<file path="src/rtl/mac_array_ctrl.sv">
// Job sequencer for MAC_array: clears the array, streams DMA beats into it,
// waits out the array pipeline and hands the dot product to a result port.
module mac_array_ctrl #(
    parameter int BEATS_W = 8,
    parameter int MAC_LAT = 2,
    parameter int ACC_W   = 16
) (
    input  logic               clk,
    input  logic               rst,
    input  logic               cfg_valid,
    output logic               cfg_ready,
    input  logic [BEATS_W-1:0] cfg_beats,
    input  logic [ACC_W-1:0]   cfg_bias,
    output logic               cfg_err,
    input  logic               dma_valid,
    output logic               dma_ready,
    output logic               mac_en,
    output logic               mac_clr,
    output logic [ACC_W-1:0]   mac_bias,
    output logic               mac_read_en,
    input  logic [ACC_W-1:0]   mac_dot,
    output logic               res_valid,
    output logic [ACC_W-1:0]   res_data,
    input  logic               res_ready,
    output logic               busy
);

    localparam int DRAIN_W = $clog2(MAC_LAT + 1);

    typedef enum logic [2:0] {
        S_IDLE,
        S_CLEAR,
        S_STREAM,
        S_DRAIN,
        S_OUTPUT
    } state_t;

    state_t               state_q;
    logic [BEATS_W-1:0]   beats_q;
    logic [DRAIN_W-1:0]   drain_q;
    logic [ACC_W-1:0]     bias_q;
    logic [ACC_W-1:0]     res_q;

    always_ff @(posedge clk) begin
        if (rst) begin
            state_q <= S_IDLE;
            beats_q <= '0;
            drain_q <= '0;
            bias_q  <= '0;
            res_q   <= '0;
        end else begin
            case (state_q)
                S_IDLE: begin
                    if (cfg_valid && (cfg_beats != '0)) begin
                        beats_q <= cfg_beats;
                        bias_q  <= cfg_bias;
                        state_q <= S_CLEAR;
                    end
                end
                S_CLEAR: begin
                    state_q <= S_STREAM;
                end
                S_STREAM: begin
                    if (dma_valid) begin
                        beats_q <= beats_q - BEATS_W'(1);
                        if (beats_q == BEATS_W'(1)) begin
                            drain_q <= DRAIN_W'(MAC_LAT);
                            state_q <= S_DRAIN;
                        end
                    end
                end
                S_DRAIN: begin
                    drain_q <= drain_q - DRAIN_W'(1);
                    // The array output is valid on the last drain cycle.
                    if (drain_q == DRAIN_W'(1)) begin
                        res_q   <= mac_dot;
                        state_q <= S_OUTPUT;
                    end
                end
                S_OUTPUT: begin
                    if (res_ready) begin
                        state_q <= S_IDLE;
                    end
                end
                default: begin
                    state_q <= S_IDLE;
                end
            endcase
        end
    end

    // mac_en stays combinational so the array samples the channels in the beat's own cycle.
    assign cfg_ready   = (state_q == S_IDLE);
    assign cfg_err     = (state_q == S_IDLE) && cfg_valid && (cfg_beats == '0);
    assign dma_ready   = (state_q == S_STREAM);
    assign mac_en      = (state_q == S_STREAM) && dma_valid;
    assign mac_clr     = (state_q == S_CLEAR);
    assign mac_bias    = bias_q;
    assign mac_read_en = (state_q == S_DRAIN) && (drain_q == DRAIN_W'(1));
    assign res_valid   = (state_q == S_OUTPUT);
    assign res_data    = res_q;
    assign busy        = (state_q != S_IDLE);

endmodule

</file>
<file path="config.mk">
export PLATFORM = sky130hd
export DESIGN_NAME = mac_array_ctrl
export DESIGN_NICKNAME = d
export VERILOG_FILES = /design/src/rtl/mac_array_ctrl.sv
export SDC_FILE = /design/constraint.sdc
export NUM_CORES = 1
export LEC_CHECK = 0
export ABC_AREA = 1
export CAP_MARGIN = 40
export CORE_UTILIZATION = 38
export DETAILED_ROUTE_END_ITERATION = 16
export GPL_ROUTABILITY_DRIVEN = 0
export PLACE_DENSITY = 0.79
export SETUP_SLACK_MARGIN = 0.15
export SKIP_CTS_REPAIR_TIMING = 1
export SLEW_MARGIN = 20
export SYNTH_ARGS = -nofsm -noshare
export SYNTH_HDL_FRONTEND = slang
export SYNTH_SLANG_ARGS = --single-unit
</file>
<file path="constraint.sdc">
create_clock -name clk -period 1.1 [get_ports clk]
set_input_delay 0.165 -clock clk [delete_from_list [all_inputs] [get_ports clk]]
set_output_delay 0.165 -clock clk [all_outputs]
set_load 0.005 [all_outputs]
</file>
==> results.md, run 1 <==
- Total power divided by cell area: 1990 nW/um^2
- Final worst slack: -318 ps
- Critical-path cell list: buf_6 -> inv_6 -> nor2_4 -> nand2_4 -> clkinv_4 -> clkbuf_2
- Largest vdd supply drop: 0.887 mV
- Residual antenna-violating net count after detailed routing: 0
- GR Util All Layers: 20.1%
- Synthesized cell area: 2010 sq um
- Filler cells: 401
- Beginning of the worst register-to-register path: state_q[2]$_SDFFE_PP0P_
- NetSw: 2.97 mW
- Top achievable clock speed: 705 MHz
- Place WS: -723 ps
- Final cycle utilization of the critical path: 129%
- Clock tree from TritonCTS: done
- Clock network latency to the later pin of the worst-skew pair: 310 ps
- Sequential share of power: 31.1%
- Post-route DRC violation count: 0
- Share of post-route cells with drive strength above 1: 51.2%
- Clock Power Share: 14.5%
- Leakage dissipation: 1.64 nW
- Outcome: complete, but fails checks
- Wire length of the first global-routing pass: 8500 microns
- Die Span X: 74.8 microns
- Crit path from: state_q[0]$_SDFFE_PP0P_
- Number of register bits inferred by synthesis: 45
- Number of synthesis warnings: 0
- Maximum number of pins on one net before global-route repair: 28
- Top cells by area in the synthesized netlist: sky130_fd_sc_hd__dfxtp_1 (45%), sky130_fd_sc_hd__nand2_1 (13%), sky130_fd_sc_hd__nor2_1 (12%), sky130_fd_sc_hd__o21ai_0 (6.2%), sky130_fd_sc_hd__a21oi_1 (5.2%)
- Port Buffer Count: 84
- Capturing element type of the critical path: output pin
- Net switching share of the total power: 40.8%
- Cell with the most instances after synthesis: sky130_fd_sc_hd__nand2_1
- Slack of the worst reg-to-reg path: -280 ps
- Violated checks: setup timing
- Internal power: 4.31 mW
- Slew at the pin with the worst max-slew slack: 267 ps
- Worst endpoint required time: 940 ps
- Final Slew Violations: 0
- Number of enable-type register cells in the synthesized netlist: 0
- RSZ-0062 raised after global routing: yes
- Cell at the root of the clock tree: sky130_fd_sc_hd__clkbuf_8
- Post-layout net count: 461
- Total wire length after detailed routing: 6470 microns
- Max Fanout on Critical Path: 4
- Number of buffers on the longest clock path: 2
- Core box area: 5110 sq um
- Sequential-to-total area share from yosys stat: 44.8%
- Inserted Clock Buffers: 5
- Class of the tightest hold or removal check: input pin to flop
- Floorplan die area: 5590 sq um
- Worst clock skew: 10.8 ps
- Setup TNS: -11670 ps
- Design area: 3650 sq um
- Number of nets produced by synthesis: 340
- Synthesis-to-finish area growth: 81.5%
- Fraction of synthesis flops using an asynchronous set or reset pin: 0%
- Clock transition at the registers of the reported paths: 90 ps
- Area post-placement: 3140 sq um
- Min Clock Period, post-route: 1420 ps
- Maximum single-stage delay on the critical path: 390 ps
- Headroom to the max-slew limit: 82.0%
- Unique cell type count in the Yosys netlist: 23
- DR vias/cell: 4.91
- Aggregate global routing overflow: 0
- Cells on worst reg2reg path: 8
- Reg-to-Reg End: mac_bias[13]$_SDFFE_PP0P_
- Total number of vias: 2375
- Drt pass-1 iters: 4
- Most used DFF post-synth: sky130_fd_sc_hd__dfxtp_1
- H-Tree Level Count: 2
- End point of the critical path: mac_read_en
- Overall power consumption: 7.28 mW
- Combinational cell fraction of total power: 54.3%
- Count of max-cap constraint violations: 0
- Sort of element at the start of the critical path: flop
- Commonest cells in the synthesized netlist: sky130_fd_sc_hd__nand2_1 (67), sky130_fd_sc_hd__nor2_1 (64), sky130_fd_sc_hd__dfxtp_1 (45)
- Routed wirelength normalized by instance count: 13.4 microns
- Antenna violations before repair: 0
- Via count of the first global-routing pass: 1998
- Ant. Diodes: 0
- IO Pins: 85
- Half-perimeter wire length of the detailed placement result: 3930 microns
- Iteration-0 DRC count of the detailed router: 100
- Clk sink count: 45
- Mapped Avg Cell Area: 6.89 sq um
- Count of standard-cell rows: 26
- Hold Vio Cnt, Final: 0
- Worst Setup Path Type: flop to output pin
- Largest area contributor in the netlist: sky130_fd_sc_hd__dfxtp_1
- Data arrival time of the worst path: 1250 ps
- Effective utilization at floorplan: 39.4%
- Worst path slowest cell: sky130_fd_sc_hd__dfxtp_4
- Die span in y: 74.8 microns
- Fraction of synthesized cell area taken by the top area cell type: 44.8%
- Gate count after technology mapping: 292
- Count of endpoints failing setup in the final report: 53
## critical path: cells and delay by family (launching register included)
| family | cells | cell delay, ps |
|---|---|---|
| flip-flops | 1 | 390 |
| buffers and inverters | 4 | 330 |
| AND/OR/NAND/NOR | 2 | 210 |
## layout by cell type (no fill, tap or decap), types with 2 or more instances in the layout
cell type	count
sky130_fd_sc_hd__dfxtp_4	3
sky130_fd_sc_hd__buf_12	3
sky130_fd_sc_hd__nor2_1	48
sky130_fd_sc_hd__nand2_1	44
sky130_fd_sc_hd__buf_6	11
sky130_fd_sc_hd__nand4_1	3
sky130_fd_sc_hd__clkdlybuf4s50_1	44
sky130_fd_sc_hd__nor2_4	8
sky130_fd_sc_hd__inv_2	3
sky130_fd_sc_hd__dfxtp_2	31
sky130_fd_sc_hd__buf_4	26
sky130_fd_sc_hd__nand2_8	2
sky130_fd_sc_hd__nand2_2	15
sky130_fd_sc_hd__nor3_2	2
sky130_fd_sc_hd__ha_2	2
sky130_fd_sc_hd__a21oi_2	17
sky130_fd_sc_hd__nand2_4	12
sky130_fd_sc_hd__o21ai_1	12
sky130_fd_sc_hd__inv_4	2
sky130_fd_sc_hd__dfxtp_1	11
sky130_fd_sc_hd__buf_2	5
sky130_fd_sc_hd__nand3_1	8
sky130_fd_sc_hd__clkbuf_2	29
sky130_fd_sc_hd__inv_1	17
sky130_fd_sc_hd__clkinvlp_4	2
sky130_fd_sc_hd__o21ai_0	6
sky130_fd_sc_hd__a21oi_1	4
sky130_fd_sc_hd__clkbuf_16	2
sky130_fd_sc_hd__dlymetal6s2s_1	2
sky130_fd_sc_hd__clkbuf_8	5
sky130_fd_sc_hd__inv_6	3
sky130_fd_sc_hd__nor2_2	11
sky130_fd_sc_hd__o21ai_2	13
## final cells by class
cell class / count / area (sq um) / share of cell area, %
clock buffer: 6 / 72.6 / 1.99
tap: 70 / 87.6 / 2.40
timing repair buffer: 123 / 1080 / 29.6
inverter: 26 / 123 / 3.36
clock inverter: 2 / 15.0 / 0.411
sequential: 45 / 951 / 26.0
multi-input combinational: 212 / 1320 / 36.2
## cells by family (layout without fill, tap and decap cells)
family                     Yosys count  after routing  share of synthesized area, %
and+or+nand+nor                    154            155                          31.6
buffers and inverters               36            157                          8.02
adders and majority gates            3              3                          1.87
AOI/OAI and AO/OA                   53             53                          13.3
xor gates and xnor gates             1              1                         0.435
DFF                                 45             45                          44.8
## power by group through the flow
stage               Sequential [mW]  Clock (mW)  Combinational, mW
global route                   2.31        1.13               4.30
finish                         2.27        1.06               3.96
detailed placement             2.24           0               3.05
CTS                            2.21        1.06               3.05
floorplan                      2.24           0               1.71
global placement               2.22           0               2.99
## state kept, by name, summed over array words and instances (netlist names)
signal    count
state_q       3
drain_q       2
beats_q       8
res_data     16
mac_bias     16
## worst min path at each step
stage	start	end	slack [ps]	cells past startpoint
2_1_floorplan	mac_dot[10]	res_data[10]$_SDFFE_PP0P_	310	2
3_3_place_gp	res_data[15]$_SDFFE_PP0P_	res_data[15]$_SDFFE_PP0P_	450	2
3_5_place_dp	res_data[10]$_SDFFE_PP0P_	res_data[10]$_SDFFE_PP0P_	460	2
4_1_cts	mac_dot[9]	res_data[9]$_SDFFE_PP0P_	400	3
5_1_grt	mac_dot[15]	res_data[15]$_SDFFE_PP0P_	400	3
6_report	mac_dot[15]	res_data[15]$_SDFFE_PP0P_	400	3
## layer usage
layer | global-route usage [%] | up-vias | part of all wire, %
met5 | 0 | - | 0
met2 | 34.6 | 89 | 53
li1 | - | 1165 | -
met3 | 7.50 | 8 | 7.0
met1 | 22.5 | 1113 | 39
met4 | 7.55 | 0 | 1.1
## stage by stage
step                      util [%]  hold slack [ps]  std cells
after floorplan                  -              308        292
after global routing          71.5              402        484
final                         71.5              401        484
after global placement        61.4              451        462
after CTS                     63.2              403        470
after detailed placement      61.4              457        462
Note: power is estimated with default switching activity, not from simulation.
==> run 2, diff against run 1 <==
--- a/config.mk
+++ b/config.mk
@@ -7,12 +7,14 @@
 export LEC_CHECK = 0
 export ABC_AREA = 1
 export CAP_MARGIN = 40
+export CORE_ASPECT_RATIO = 0.6
 export CORE_UTILIZATION = 38
 export DETAILED_ROUTE_END_ITERATION = 16
 export GPL_ROUTABILITY_DRIVEN = 0
 export PLACE_DENSITY = 0.79
 export SETUP_SLACK_MARGIN = 0.15
 export SKIP_CTS_REPAIR_TIMING = 1
+export SKIP_LAST_GASP = 1
 export SLEW_MARGIN = 20
 export SYNTH_ARGS = -nofsm -noshare
 export SYNTH_HDL_FRONTEND = slang
==> run 2 against run 1 <==
The flow still finishes with violations (setup timing). Sequential share of layout area fell by 0.24 points. Critical path depth fell by 1. First-iteration DRC count rose by 38%. Global-route usage rose by 0.80 points. Via count rose by 2.0%. Die area rose by 0.16%. Final area fell by 0.14%. Combinational power rose by 6.8%. Setup slack got worse by 110 ps. Worst hold slack improved by 14 ps. Final cell count rose by 1.0%. Sequential power barely moved.
==> results.md, run 2 (synthesized netlist as in run 1, its figures left out) <==
- Aggregate global routing overflow: 0 (unchanged)
- Inserted Clock Buffers: 5 (unchanged)
- Effective utilization at floorplan: 39.6% (was 39.4%)
- Leakage dissipation: 1.80 nW (was 1.64 nW)
- Post-route DRC violation count: 0 (unchanged)
- Floorplan die area: 5600 sq um (was 5590 sq um)
- Worst hold stages: 3 (unchanged)
- Sequential share of power: 29.8% (was 31.1%)
- DR vias/cell: 4.95 (was 4.91)
- Cell at the root of the clock tree: sky130_fd_sc_hd__clkbuf_8 (unchanged)
- Residual antenna-violating net count after detailed routing: 0 (unchanged)
- Area post-placement: 3160 sq um (was 3140 sq um)
- Net switching share of the total power: 39.0% (was 40.8%)
- Maximum single-stage delay on the critical path: 440 ps (was 390 ps)
- Cells on worst reg2reg path: 8 (unchanged)
- Largest vdd supply drop: 1.41 mV (was 0.887 mV)
- Data arrival time of the worst path: 1360 ps (was 1250 ps)
- Beginning of the worst register-to-register path: state_q[0]$_SDFFE_PP0P_ (was state_q[2]$_SDFFE_PP0P_)
- Wire length of the first global-routing pass: 9150 microns (was 8500 microns)
- Final cycle utilization of the critical path: 139% (was 129%)
- Antenna violations before repair: 0 (unchanged)
- Total wire length after detailed routing: 6720 microns (was 6470 microns)
- Violated checks: setup timing (unchanged)
- RSZ-0062 raised after global routing: yes (unchanged)
- Worst clock skew: 9.56 ps (was 10.8 ps)
- Most common cell after layout, fill and taps aside: sky130_fd_sc_hd__nand2_1 (was sky130_fd_sc_hd__nor2_1)
- Min Clock Period, post-route: 1530 ps (was 1420 ps)
- Via count of the first global-routing pass: 2122 (was 1998)
- Worst Path Buf+Inv: 2 (was 4)
- Setup TNS: -12790 ps (was -11670 ps)
- Final Slew Violations: 0 (unchanged)
- Clock Power Share: 13.9% (was 14.5%)
- Port Buffer Count: 84 (unchanged)
- Core box area: 5080 sq um (was 5110 sq um)
- Top achievable clock speed: 654 MHz (was 705 MHz)
- Hold Vio Cnt, Final: 0 (unchanged)
- IO Pins: 85 (unchanged)
- NetSw: 2.93 mW (was 2.97 mW)
- Clock network latency to the later pin of the worst-skew pair: 290 ps (was 310 ps)
- Worst endpoint required time: 940 ps (about the same)
- Ant. Diodes: 0 (unchanged)
- Headroom to the max-slew limit: 84.5% (was 82.0%)
- Worst Setup Path Type: input pin to output pin (was flop to output pin)
- Capturing element type of the critical path: output pin (unchanged)
- Internal power: 4.59 mW (was 4.31 mW)
- Routed wirelength normalized by instance count: 13.7 microns (was 13.4 microns)
- Design area: 3650 sq um (about the same)
- Half-perimeter wire length of the detailed placement result: 4220 microns (was 3930 microns)
- Post-layout net count: 471 (was 461)
- Sort of element at the start of the critical path: input pin (was flop)
- H-Tree Level Count: 2 (unchanged)
- Combinational cell fraction of total power: 56.3% (was 54.3%)
- Critical-path cell list: clkdlybuf4s50_1 -> nor2_2 -> nand4_1 -> nor3_1 -> dlymetal6s2s_1 (was buf_6 -> inv_6 -> nor2_4 -> nand2_4 -> clkinv_4 -> clkbuf_2)
- Reg-to-Reg End: mac_bias[4]$_SDFFE_PP0P_ (was mac_bias[13]$_SDFFE_PP0P_)
- Clock tree from TritonCTS: done (unchanged)
- Count of standard-cell rows: 20 (was 26)
- Total number of vias: 2422 (was 2375)
- Die span in y: 58.4 microns (was 74.8 microns)
- Final worst slack: -428 ps (was -318 ps)
- GR Util All Layers: 20.9% (was 20.1%)
- Share of post-route cells with drive strength above 1: 40.4% (was 51.2%)
- Total power divided by cell area: 2060 nW/um^2 (was 1990 nW/um^2)
- Iteration-0 DRC count of the detailed router: 138 (was 100)
- Commonest cells after routing, fill and taps aside: sky130_fd_sc_hd__nand2_1 (62), sky130_fd_sc_hd__nor2_1 (56), sky130_fd_sc_hd__clkdlybuf4s50_1 (44) (was sky130_fd_sc_hd__nor2_1 (48), sky130_fd_sc_hd__nand2_1 (44), sky130_fd_sc_hd__clkdlybuf4s50_1 (44))
- Worst path slowest cell: sky130_fd_sc_hd__clkdlybuf4s50_1 (was sky130_fd_sc_hd__dfxtp_4)
- Synthesis-to-finish area growth: 81.2% (was 81.5%)
- Worst min-delay path endpoint: res_data[5]$_SDFFE_PP0P_ (was res_data[15]$_SDFFE_PP0P_)
- Stages on the worst setup path: 5 (was 6)
- Drt pass-1 iters: 6 (was 4)
- Slew at the pin with the worst max-slew slack: 231 ps (was 267 ps)
- Overall power consumption: 7.52 mW (was 7.28 mW)
- Largest delay contributor family on the critical path: buffers and inverters (was flip-flops)
- Final core utilization: 71.8% (was 71.5%)
- Maximum number of pins on one net before global-route repair: 24 (was 28)
- Slack of the worst reg-to-reg path: -400 ps (was -280 ps)
- Number of buffers on the longest clock path: 2 (unchanged)
- Clk sink count: 45 (unchanged)
- Critical hold path startpoint: mac_dot[5] (was mac_dot[15])
- Outcome: complete, but fails checks (unchanged)
- Count of endpoints failing setup in the final report: 53 (unchanged)
- Die Span X: 95.9 microns (was 74.8 microns)
- Count of max-cap constraint violations: 0 (unchanged)
- Class of the tightest hold or removal check: input pin to flop (unchanged)
- Clock transition at the registers of the reported paths: 90 ps (about the same)
- Filler cells: 399 (was 401)
- Max Fanout on Critical Path: 2 (was 4)
==> run 2: cell types whose count changed in the layout (fill, tap and decap cells not counted), sizes merged <==
cell and delta:
buf +1, clkbuf -3, clkinvlp -1, dlymetal6s2s +11, inv +1
==> run 2: power groups by stage <==
stage,clock network (mW),registers (mW),logic [mW]
2_1_floorplan,0,2.24,1.71
3_3_place_gp,0,2.21,3.04
3_5_place_dp,0,2.23,3.13
4_1_cts,1.07,2.19,3.15
5_1_grt,1.15,2.28,4.61
6_report,1.04,2.24,4.23
==> run 2: area by class of cell <==
| cell class | instances | area [sq um] | share of cell area, % |
|---|---|---|---|
| timing repair buffer | 132 | 1230 | 33.7 |
| tap | 66 | 82.6 | 2.26 |
| timing repair inverter | 1 | 6.26 | 0.172 |
| inverter | 26 | 123 | 3.36 |
| multi-input combinational | 212 | 1170 | 32.2 |
| sequential | 45 | 941 | 25.8 |
| clock inverter | 1 | 7.51 | 0.206 |
| clock buffer | 6 | 82.6 | 2.26 |
==> run 2: worst max path at each step <==
stage | startpoint | to | slack, ps
6_report | cfg_beats[5] | cfg_err | -430
5_1_grt | cfg_beats[2] | cfg_err | -490
4_1_cts | cfg_beats[6] | cfg_err | -760
3_5_place_dp | cfg_beats[6] | cfg_err | -750
3_3_place_gp | cfg_beats[1] | cfg_err | -700
2_1_floorplan | state_q[2]$_SDFFE_PP0P_ | mac_bias[10]$_SDFFE_PP0P_ | -80
==> run 2: metal layers <==
layer	track usage, %	wire (microns)
met2	34.2	3020
met1	27.9	2970
met3	6.07	664
met4	3.84	72
met5	0	0
==> run 2: worst reg2reg max path, cell delays in order (launching register included) <==
cell	delay, ps
sky130_fd_sc_hd__dfxtp_4	390
sky130_fd_sc_hd__nor2_4	150
sky130_fd_sc_hd__nand2_4	80
sky130_fd_sc_hd__buf_6	130
sky130_fd_sc_hd__nor2_4	130
sky130_fd_sc_hd__nand2_8	120
sky130_fd_sc_hd__clkbuf_16	190
sky130_fd_sc_hd__o21ai_1	140
sky130_fd_sc_hd__nor2_1	70
==> run 2: per-stage QoR <==
step	hold slack (ps)	cells	worst slack, ps
2_1_floorplan	308	292	-80.8
6_report	414	489	-428
3_5_place_dp	457	461	-755
5_1_grt	416	489	-486
4_1_cts	416	468	-760
3_3_place_gp	451	461	-705
==> run 3, diff against run 2 <==
--- a/config.mk
+++ b/config.mk
@@ -6,7 +6,7 @@
 export NUM_CORES = 1
 export LEC_CHECK = 0
 export ABC_AREA = 1
-export CAP_MARGIN = 40
+export CAP_MARGIN = 20
 export CORE_ASPECT_RATIO = 0.6
 export CORE_UTILIZATION = 38
 export DETAILED_ROUTE_END_ITERATION = 16
==> results of run 3 <==
The final DEF is identical to that of run 2; final timing and power are the same.
